## src/rtl/d_hazard_scoreboard.sv

```systemverilog
// Decode-stage hazard unit: Tnew scoreboard, D stall, D-level forwarding selects, MDU busy interlock.
// Latency: outputs combinational from registered scoreboard and current D inputs; state advances every clk.
// Backpressure: raises stall to freeze F/D and inject an E bubble; HAZARD_FWD_EN enables forwarding selects.
module d_hazard_scoreboard #(
  parameter int STAGES  = 3,
  parameter int TNEW_W  = 2,
  parameter int MUL_CYC = 5,
  parameter int DIV_CYC = 10
) (
  input  logic                           clk,
  input  logic                           reset,
  input  logic                           D_valid,
  input  logic [4:0]                     D_rs,
  input  logic [4:0]                     D_rt,
  input  logic [1:0]                     D_Tuse_rs,
  input  logic [1:0]                     D_Tuse_rt,
  input  logic [4:0]                     D_A3,
  input  logic [TNEW_W-1:0]              D_Tnew,
  input  logic                           D_HILO_operation,
  input  logic                           D_md_start,
  input  logic                           D_md_div,
  input  logic                           flush,
  output logic                           stall,
  output logic [$clog2(STAGES+1)-1:0]    fwd_sel_rs,
  output logic [$clog2(STAGES+1)-1:0]    fwd_sel_rt,
  output logic                           md_busy
);

  localparam int SEL_W  = $clog2(STAGES + 1);
  localparam int MD_MAX = (MUL_CYC > DIV_CYC) ? MUL_CYC : DIV_CYC;
  localparam int CNT_W  = $clog2(MD_MAX + 1);

  logic              r_vld  [STAGES];
  logic [4:0]        r_a3   [STAGES];
  logic [TNEW_W-1:0] r_tnew [STAGES];
  logic [CNT_W-1:0]  r_md_cnt;

  logic [4:0]        w_src   [2];
  logic              w_hit   [2];
  logic [SEL_W-1:0]  w_idx   [2];
  logic [TNEW_W-1:0] w_mtnew [2];
  logic              w_haz   [2];
  logic [SEL_W-1:0]  w_fwd   [2];
  logic              w_issue;

  assign w_src[0] = D_rs;
  assign w_src[1] = D_rt;

  // Scan oldest to youngest so the lowest matching index wins.
  always_comb begin
    for (int j = 0; j < 2; j++) begin
      w_hit[j]   = 1'b0;
      w_idx[j]   = '0;
      w_mtnew[j] = '0;
      for (int k = STAGES - 1; k >= 0; k--) begin
        if ((w_src[j] != 5'd0) && r_vld[k] && (r_a3[k] == w_src[j])) begin
          w_hit[j]   = 1'b1;
          w_idx[j]   = SEL_W'(k);
          w_mtnew[j] = r_tnew[k];
        end
      end
    end
  end

`ifdef HAZARD_FWD_EN
  localparam int CMP_W = (TNEW_W > 2) ? TNEW_W : 2;
  logic [1:0] w_tuse [2];
  assign w_tuse[0] = D_Tuse_rs;
  assign w_tuse[1] = D_Tuse_rt;

  always_comb begin
    for (int j = 0; j < 2; j++) begin
      w_haz[j] = w_hit[j] && (CMP_W'(w_mtnew[j]) > CMP_W'(w_tuse[j]));
      w_fwd[j] = '0;
      if (w_hit[j] && (w_mtnew[j] == '0))
        w_fwd[j] = w_idx[j] + SEL_W'(1);
    end
  end
`else
  // Without bypass only the W entry is safe to read, through register-file write-through.
  logic w_unused_tuse;
  assign w_unused_tuse = ^{D_Tuse_rs, D_Tuse_rt};

  always_comb begin
    for (int j = 0; j < 2; j++) begin
      w_haz[j] = w_hit[j] && ((w_idx[j] != SEL_W'(STAGES - 1)) || (w_mtnew[j] != '0));
      w_fwd[j] = '0;
    end
  end
`endif

  assign md_busy    = (r_md_cnt != '0);
  assign stall      = D_valid & (w_haz[0] | w_haz[1] | (D_HILO_operation & md_busy));
  assign fwd_sel_rs = w_fwd[0];
  assign fwd_sel_rt = w_fwd[1];
  assign w_issue    = D_valid & ~stall & ~flush;

  always_ff @(posedge clk or negedge reset) begin
    if (!reset) begin
      for (int k = 0; k < STAGES; k++) begin
        r_vld[k]  <= 1'b0;
        r_a3[k]   <= '0;
        r_tnew[k] <= '0;
      end
      r_md_cnt <= '0;
    end else begin
      r_vld[0]  <= w_issue & (D_A3 != 5'd0);
      r_a3[0]   <= D_A3;
      r_tnew[0] <= D_Tnew;
      for (int k = 1; k < STAGES; k++) begin
        r_vld[k]  <= r_vld[k-1] & ~flush;
        r_a3[k]   <= r_a3[k-1];
        r_tnew[k] <= (r_tnew[k-1] == '0) ? '0 : r_tnew[k-1] - TNEW_W'(1);
      end
      // A flushed mult/div never started, so the counter only loads on a surviving issue.
      if (w_issue & D_md_start)
        r_md_cnt <= D_md_div ? CNT_W'(DIV_CYC) : CNT_W'(MUL_CYC);
      else if (r_md_cnt != '0)
        r_md_cnt <= r_md_cnt - CNT_W'(1);
    end
  end

endmodule

```

## config.mk

```make
export PLATFORM = sky130hd
export DESIGN_NAME = d_hazard_scoreboard
export DESIGN_NICKNAME = d
export VERILOG_FILES = /design/src/rtl/d_hazard_scoreboard.sv
export SDC_FILE = /design/constraint.sdc
export NUM_CORES = 1
export LEC_CHECK = 0
export BUFFER_PORTS_ARGS = -buffer_cell sky130_fd_sc_hd__buf_2
export CAP_MARGIN = 30
export CORE_ASPECT_RATIO = 1.4
export CORE_MARGIN = 2
export CORE_UTILIZATION = 45
export CTS_CLUSTER_DIAMETER = 150
export CTS_CLUSTER_SIZE = 14
export DETAILED_ROUTE_END_ITERATION = 8
export PLACE_DENSITY_LB_ADDON = 0.2
export SLEW_MARGIN = 40
export SYNTH_ARGS = -nofsm -noshare
export SYNTH_HDL_FRONTEND = slang
export SYNTH_SLANG_ARGS = --single-unit
```

## constraint.sdc

```tcl
create_clock -name clk -period 2.5 [get_ports clk]
set_input_delay 0.125 -clock clk [delete_from_list [all_inputs] [get_ports clk]]
set_output_delay 0.125 -clock clk [all_outputs]
set_load 0.01 [all_outputs]
```

==> results_dict.tcl, run 1 <==
set metrics [dict create \
    p_seq_share_pct 49.6 \
    ant_nets 0 \
    grt_pass1_vias 1048 \
    slew-limit-headroom_pct 59.53 \
    comb_power_share_pct 25.9 \
    synth_area_per_cell_um2 11.82 \
    htree_levels 1 \
    cts_tree "done" \
    die_x_um 50.25 \
    critPathLaunch "r_md_cnt[0]" \
    ys_ff_latch 28 \
    synthDistinctLibCells 28 \
    outcome "complete, no violations" \
    clock_sinks 28 \
    coreArea_mm2 0.002849 \
    p_total_mw 1.111 \
    grt_max_degree 29 \
    criticalPathCategory "reg -> out" \
    area_growth_pct 21.36 \
    dieArea_mm2 0.003454 \
    synth-seq-area-share_pct 52.00 \
    cp_max_fo 6 \
    grt_pass1_wl_um 4319 \
    max-clock-path-buffers 2 \
    grt_usage_pct 16.80 \
    finalSetupTns_ns 0 \
    gp_congestion 0.7823 \
    seq_area_um2 700.7 \
    required_ns 2.38 \
    vias 932 \
    dp_hpwl_um 2054 \
    power_density_mw_per_mm2 679.3 \
    setup_viol 0 \
    nets 181 \
    first_iter_violations 15 \
    p_int_uw 798.1 \
    cts_setup_buffers 0 \
    cp_data_arrival_time_ns 2.16 \
    synthCells 114 \
    syn-cell-area_mm2 0.001348 \
    fin_crit_ns 2.282 \
    num_io_pins 34 \
    worstReg2RegStart "r_md_cnt[0]" \
    multi_input_area_um2 620.6 \
    max-cap-violations 0 \
    wl_per_cell_um 13.92 \
    insertion_delay_ns 0.27 \
    start_util_pct 47.30 \
    start_kind "flop" \
    p_leak_nw 0.7267 \
    wl_um 2603 \
    antenna_found_initial 0 \
    hold_class "in -> reg" \
    p_sw_uw 312.8 \
    die_y_um 68.75 \
    dr.pass1.iters 4 \
    clk_pin_slew_ns 0.08 \
    numPortBuffers 25 \
    rows 23 \
    grt_overflow_total 0 \
    cts_root_buf "clkbuf_8" \
    power.share.clock_pct 24.4 \
    rsz0062_at_grt "no" \
    min_from "flush" \
    period_share_pct 91.28 \
    max_slew.worst_pin.slew_ns 0.6071 \
    max_freq_mhz 438.2 \
    antenna_cells 0 \
    drv_slew 0 \
    layout-drive-gt1-share_pct 22.67 \
    fin_worst_skew_ns 0.009756 \
    nFillCells 254 \
    ir_drop_mv 0.5340 \
    ys_warn_count 0 \
    crit_path_end_kind "output port" \
    drc_errors 0 \
    cts_buffers 3 \
    viasPerCell 4.984 \
    swShare_pct 28.15 \
    hold_violations 0 \
]
==> cell usage after synthesis <==
library cell	instances	area share (%)
dfrtp_1	28	52
xnor2_1	23	15
xor2_1	9	5.8
nand4_1	6	2.8
nor2_1	5	1.4
nor2b_1	5	2.3
buf_4	4	2.2
nor4_1	4	1.9
and2_1	3	1.4
nand2_1	3	0.84
or4_1	3	1.7
ha_1	2	1.9
inv_1	2	0.56
mux2_2	2	1.7
mux2i_1	2	1.5
a2111oi_2	1	1.1
a21o_1	1	0.56
a21oi_1	1	0.37
a31oi_1	1	0.46
conb_1	1	0.28
nand3_2	1	0.74
nor2_2	1	0.46
nor3_1	1	0.37
o21a_1	1	0.56
o21ai_0	1	0.37
o311a_1	1	0.74
o311ai_0	1	0.65
or3_1	1	0.46
==> registers in the layout, indices dropped and copies added, names as in the netlist <==
| name | count |
|---|---|
| r_a3 | 15 |
| r_tnew | 6 |
| r_md_cnt | 4 |
| r_vld | 3 |
==> cells by family after synthesis <==
| kind of cell | synth area share, % |
|---|---|
| other | 0.2783 |
| XOR/XNOR | 20.80 |
| adder cells (fa/ha/maj) | 1.857 |
| AO/OA/AOI/OAI | 4.828 |
| flip-flops | 52.00 |
| multiplexers | 3.157 |
| AND/OR/NAND/NOR | 14.30 |
| buffers and inverters | 2.786 |
==> power groups by stage <==
stage                     Sequential [mW]  Combinational, mW  Clock (mW)
after floorplan                     0.550              0.203           0
final                               0.552              0.288       0.271
after detailed placement            0.560              0.281           0
after CTS                           0.551              0.292       0.281
after global routing                0.560              0.329       0.293
after global placement              0.558              0.266           0
==> per-stage QoR <==
step	std cells	hold slack, ns	area (um^2)	setup WS (ns)	util (%)
2_1_floorplan	117	-0.1706	1359	0.6855	-
3_3_place_gp	175	0.1614	1500	0.2433	52.66
3_5_place_dp	175	0.1701	1500	0.2284	52.66
4_1_cts	187	0.03557	1635	0.1081	57.40
5_1_grt	187	0.05619	1635	0.005703	57.40
6_report	187	0.04442	1635	0.2180	57.40
==> final timing paths <==
path | to | slack, ns | depth (start not counted)
hold reg to reg | r_tnew[2] | 0.41 | 1
hold / removal | r_vld[0] | 0.04 | 2
setup / recovery | stall | 0.22 | 7
min in group asynchronous | r_a3[2] | 0.39 | 2
setup reg to reg | r_md_cnt[1] | 0.53 | 6
max in group asynchronous | r_a3[0] | 1.70 | 2
==> routing by layer <==
layer	global-route usage (%)	wire [um]	part of all wire, %
met1	16.32	975	37
met3	3.017	75	2.9
met4	5.903	36	1.4
met2	34.70	1516	58
met5	0	0	0
==> what timing repair did <==
| item | CTS | global route |
|---|---|---|
| endpoints found under the hold margin | 35 | 0 |
| gates resized for setup | 0 | 1 |
| hold buffers | 8 | 0 |
| setup endpoints to repair | 0 | 1 |
==> layout make-up <==
type / count / share of cell area (%)
Inverter: 2 / 0.4591
Tap cell: 37 / 2.831
Clock buffer: 4 / 3.366
Timing Repair Buffer: 33 / 12.55
Sequential cell: 28 / 42.85
Multi-Input combinational cell: 83 / 37.95
==> cells in the final DEF, fill, tap and decap left out <==
cell type	count
dfrtp_1	28
buf_2	25
xnor2_1	23
xor2_1	9
dlygate4sd3_1	8
nand4_1	6
nor2_1	5
nor2b_1	5
nor4_1	4
conb_1	4
clkbuf_8	4
nand2_1	3
or4_1	3
and2_1	3
inv_1	2
mux2i_1	2
mux2_2	2
ha_1	2
nor2_2	1
o21a_1	1
a31oi_1	1
a2111oi_2	1
o311ai_1	1
o21ai_0	1
o311a_1	1
nand3_2	1
a21oi_1	1
or3_1	1
nor3_1	1
a21o_1	1
==> worst max-delay path: stages, from the launching register on <==
cell and delay, ns:
dfrtp_1 0.41, inv_1 0.09, ha_1 0.18, nand2_1 0.17
a2111oi_2 0.49, o311ai_1 0.22, and2_1 0.20, buf_2 0.13
Power figures use the tool's default switching activity.
==> run 2: changes to the inputs <==
--- a/config.mk
+++ b/config.mk
@@ -9,7 +9,7 @@
 export CAP_MARGIN = 30
 export CORE_ASPECT_RATIO = 1.4
 export CORE_MARGIN = 2
-export CORE_UTILIZATION = 45
+export CORE_UTILIZATION = 25
 export CTS_CLUSTER_DIAMETER = 150
 export CTS_CLUSTER_SIZE = 14
 export DETAILED_ROUTE_END_ITERATION = 8
==> results_dict.tcl, run 2 (synthesized netlist as in run 1, its figures left out) <==
set metrics [dict create \
    outcome "complete, no violations" \
    max_freq_mhz 434.0 \
    min_to "r_vld[0]" \
    num_io_pins 34 \
    power_density_mw_per_mm2 669.3 \
    drv_slew 0 \
    wl_per_cell_um 13.23 \
    finalSetupTns_ns 0 \
    hold_violations 0 \
    antenna_found_initial 0 \
    r2r_slack_ns 0.53 \
    cp_max_fo 6 \
    fin_crit_ns 2.304 \
    p_sw_uw 320.5 \
    swShare_pct 28.64 \
    die_y_um 90.87 \
    cts_tree "done" \
    reg_top3 "r_a3 (15), r_tnew (6), r_md_cnt (4)" \
    dp_hpwl_um 2302 \
    cp_data_arrival_time_ns 2.18 \
    grt_pass1_wl_um 4843 \
    criticalPathCategory "reg -> out" \
    max-clock-path-buffers 2 \
    viasPerCell 4.338 \
    layout-drive-gt1-share_pct 22.67 \
    period_share_pct 92.17 \
    rr_worst_depth 6 \
    die_x_um 66.05 \
    crit_path_end_kind "output port" \
    largest_register_ffs 15 \
    holdPathStages 2 \
    rsz0062_at_grt "no" \
    p_int_uw 798.4 \
    dp_cells 204 \
    ir_drop_mv 0.3073 \
    max_slew.worst_pin.slew_ns 0.6178 \
    start_kind "flop" \
    final_cells 216 \
    comb_power_share_pct 26.0 \
    setup_viol 0 \
    gp_congestion 0.7980 \
    start_util_pct 25.93 \
    grt_max_degree 29 \
    drc_errors 0 \
    required_ns 2.38 \
    clk_pin_slew_ns 0.09 \
    coreArea_mm2 0.005197 \
    mostFrequentLayoutCells "28 x dfrtp_1, 25 x buf_2, 23 x xnor2_1" \
    ant_nets 0 \
    rows 31 \
    fin_worst_skew_ns 0.001684 \
    area_growth_pct 24.05 \
    antenna_cells 0 \
    p_seq_share_pct 49.2 \
    htree_levels 1 \
    slew-limit-headroom_pct 58.82 \
    wl_um 2857 \
    final_common_cell "dfrtp_1" \
    first_iter_violations 8 \
    regMostFlops "r_a3" \
    r2r_end "r_md_cnt[1]" \
    vias 937 \
    cts_buffers 3 \
    power.share.clock_pct 24.8 \
    nets 181 \
    max-cap-violations 0 \
    dr.pass1.iters 4 \
    min_from "flush" \
    numPortBuffers 25 \
    hold_class "in -> reg" \
    cts_root_buf "clkbuf_8" \
    dieArea_mm2 0.006002 \
    worstReg2RegStart "r_md_cnt[0]" \
    grt_pass1_vias 1025 \
    p_leak_nw 0.7267 \
    insertion_delay_ns 0.27 \
    grt_usage_pct 10.72 \
    clock_sinks 28 \
    grt_overflow_total 0 \
]
-- run 2: through the flow --
step | util [%] | hold WS [ns] | worst slack [ns] | total power, mW | area, um^2
floorplan | - | -0.1706 | 0.6855 | 0.7526 | 1359
global placement | 29.56 | 0.1710 | 0.2308 | 0.8302 | 1536
detailed placement | 29.56 | 0.1784 | 0.1987 | 0.8456 | 1536
CTS | 32.16 | 0.02265 | 0.06763 | 1.135 | 1672
global route | 32.16 | 0.02648 | 0.006728 | 1.187 | 1672
finish | 32.16 | 0.02682 | 0.1956 | 1.119 | 1672
-- run 2: per-layer routing --
metal	global-route usage (%)	routed length (um)	up-vias
met1	11.72	1064	449
li1	-	-	459
met3	1.621	81	8
met2	19.78	1648	21
met5	0	0	-
met4	4.592	62	0
-- run 2: worst max-delay path by stage --
stage / slack (ns) / to / cells past startpoint / start
after floorplan: 0.69 / r_md_cnt[1] / 6 / D_rs[1]
after CTS: 0.07 / stall / 7 / r_md_cnt[0]
after detailed placement: 0.20 / stall / 8 / D_rt[1]
after global routing: 0.007 / stall / 7 / r_md_cnt[0]
final: 0.20 / stall / 7 / r_md_cnt[0]
after global placement: 0.23 / stall / 8 / D_rs[1]
-- run 2: layout make-up --
class	count	area, um^2
timing repair buffer	33	205.2
sequential	28	700.7
clock buffer	4	55.05
inverter	2	7.507
multi-input combinational	83	620.6
tap	66	82.58
fill	548	3526
-- run 2: what timing repair did --
item	in CTS	in global routing
endpoints found under the hold margin	35	0
hold buffers	8	0
setup endpoints to repair	0	1
buffers inserted	0	0
gates resized for setup	0	1
-- run 2: critical path, cell delays in order (launching register included) --
cell,delay [ns]
dfrtp_1,0.41
inv_1,0.10
ha_1,0.17
nand2_1,0.16
a2111oi_2,0.50
o311ai_1,0.23
and2_1,0.20
buf_2,0.13
-- run 2: power by group through the flow --
stage	clock network [mW]	logic, mW	registers, mW
floorplan	0	0.203	0.550
global placement	0	0.272	0.559
detailed placement	0	0.285	0.560
CTS	0.288	0.296	0.551
global route	0.299	0.330	0.558
finish	0.278	0.291	0.551
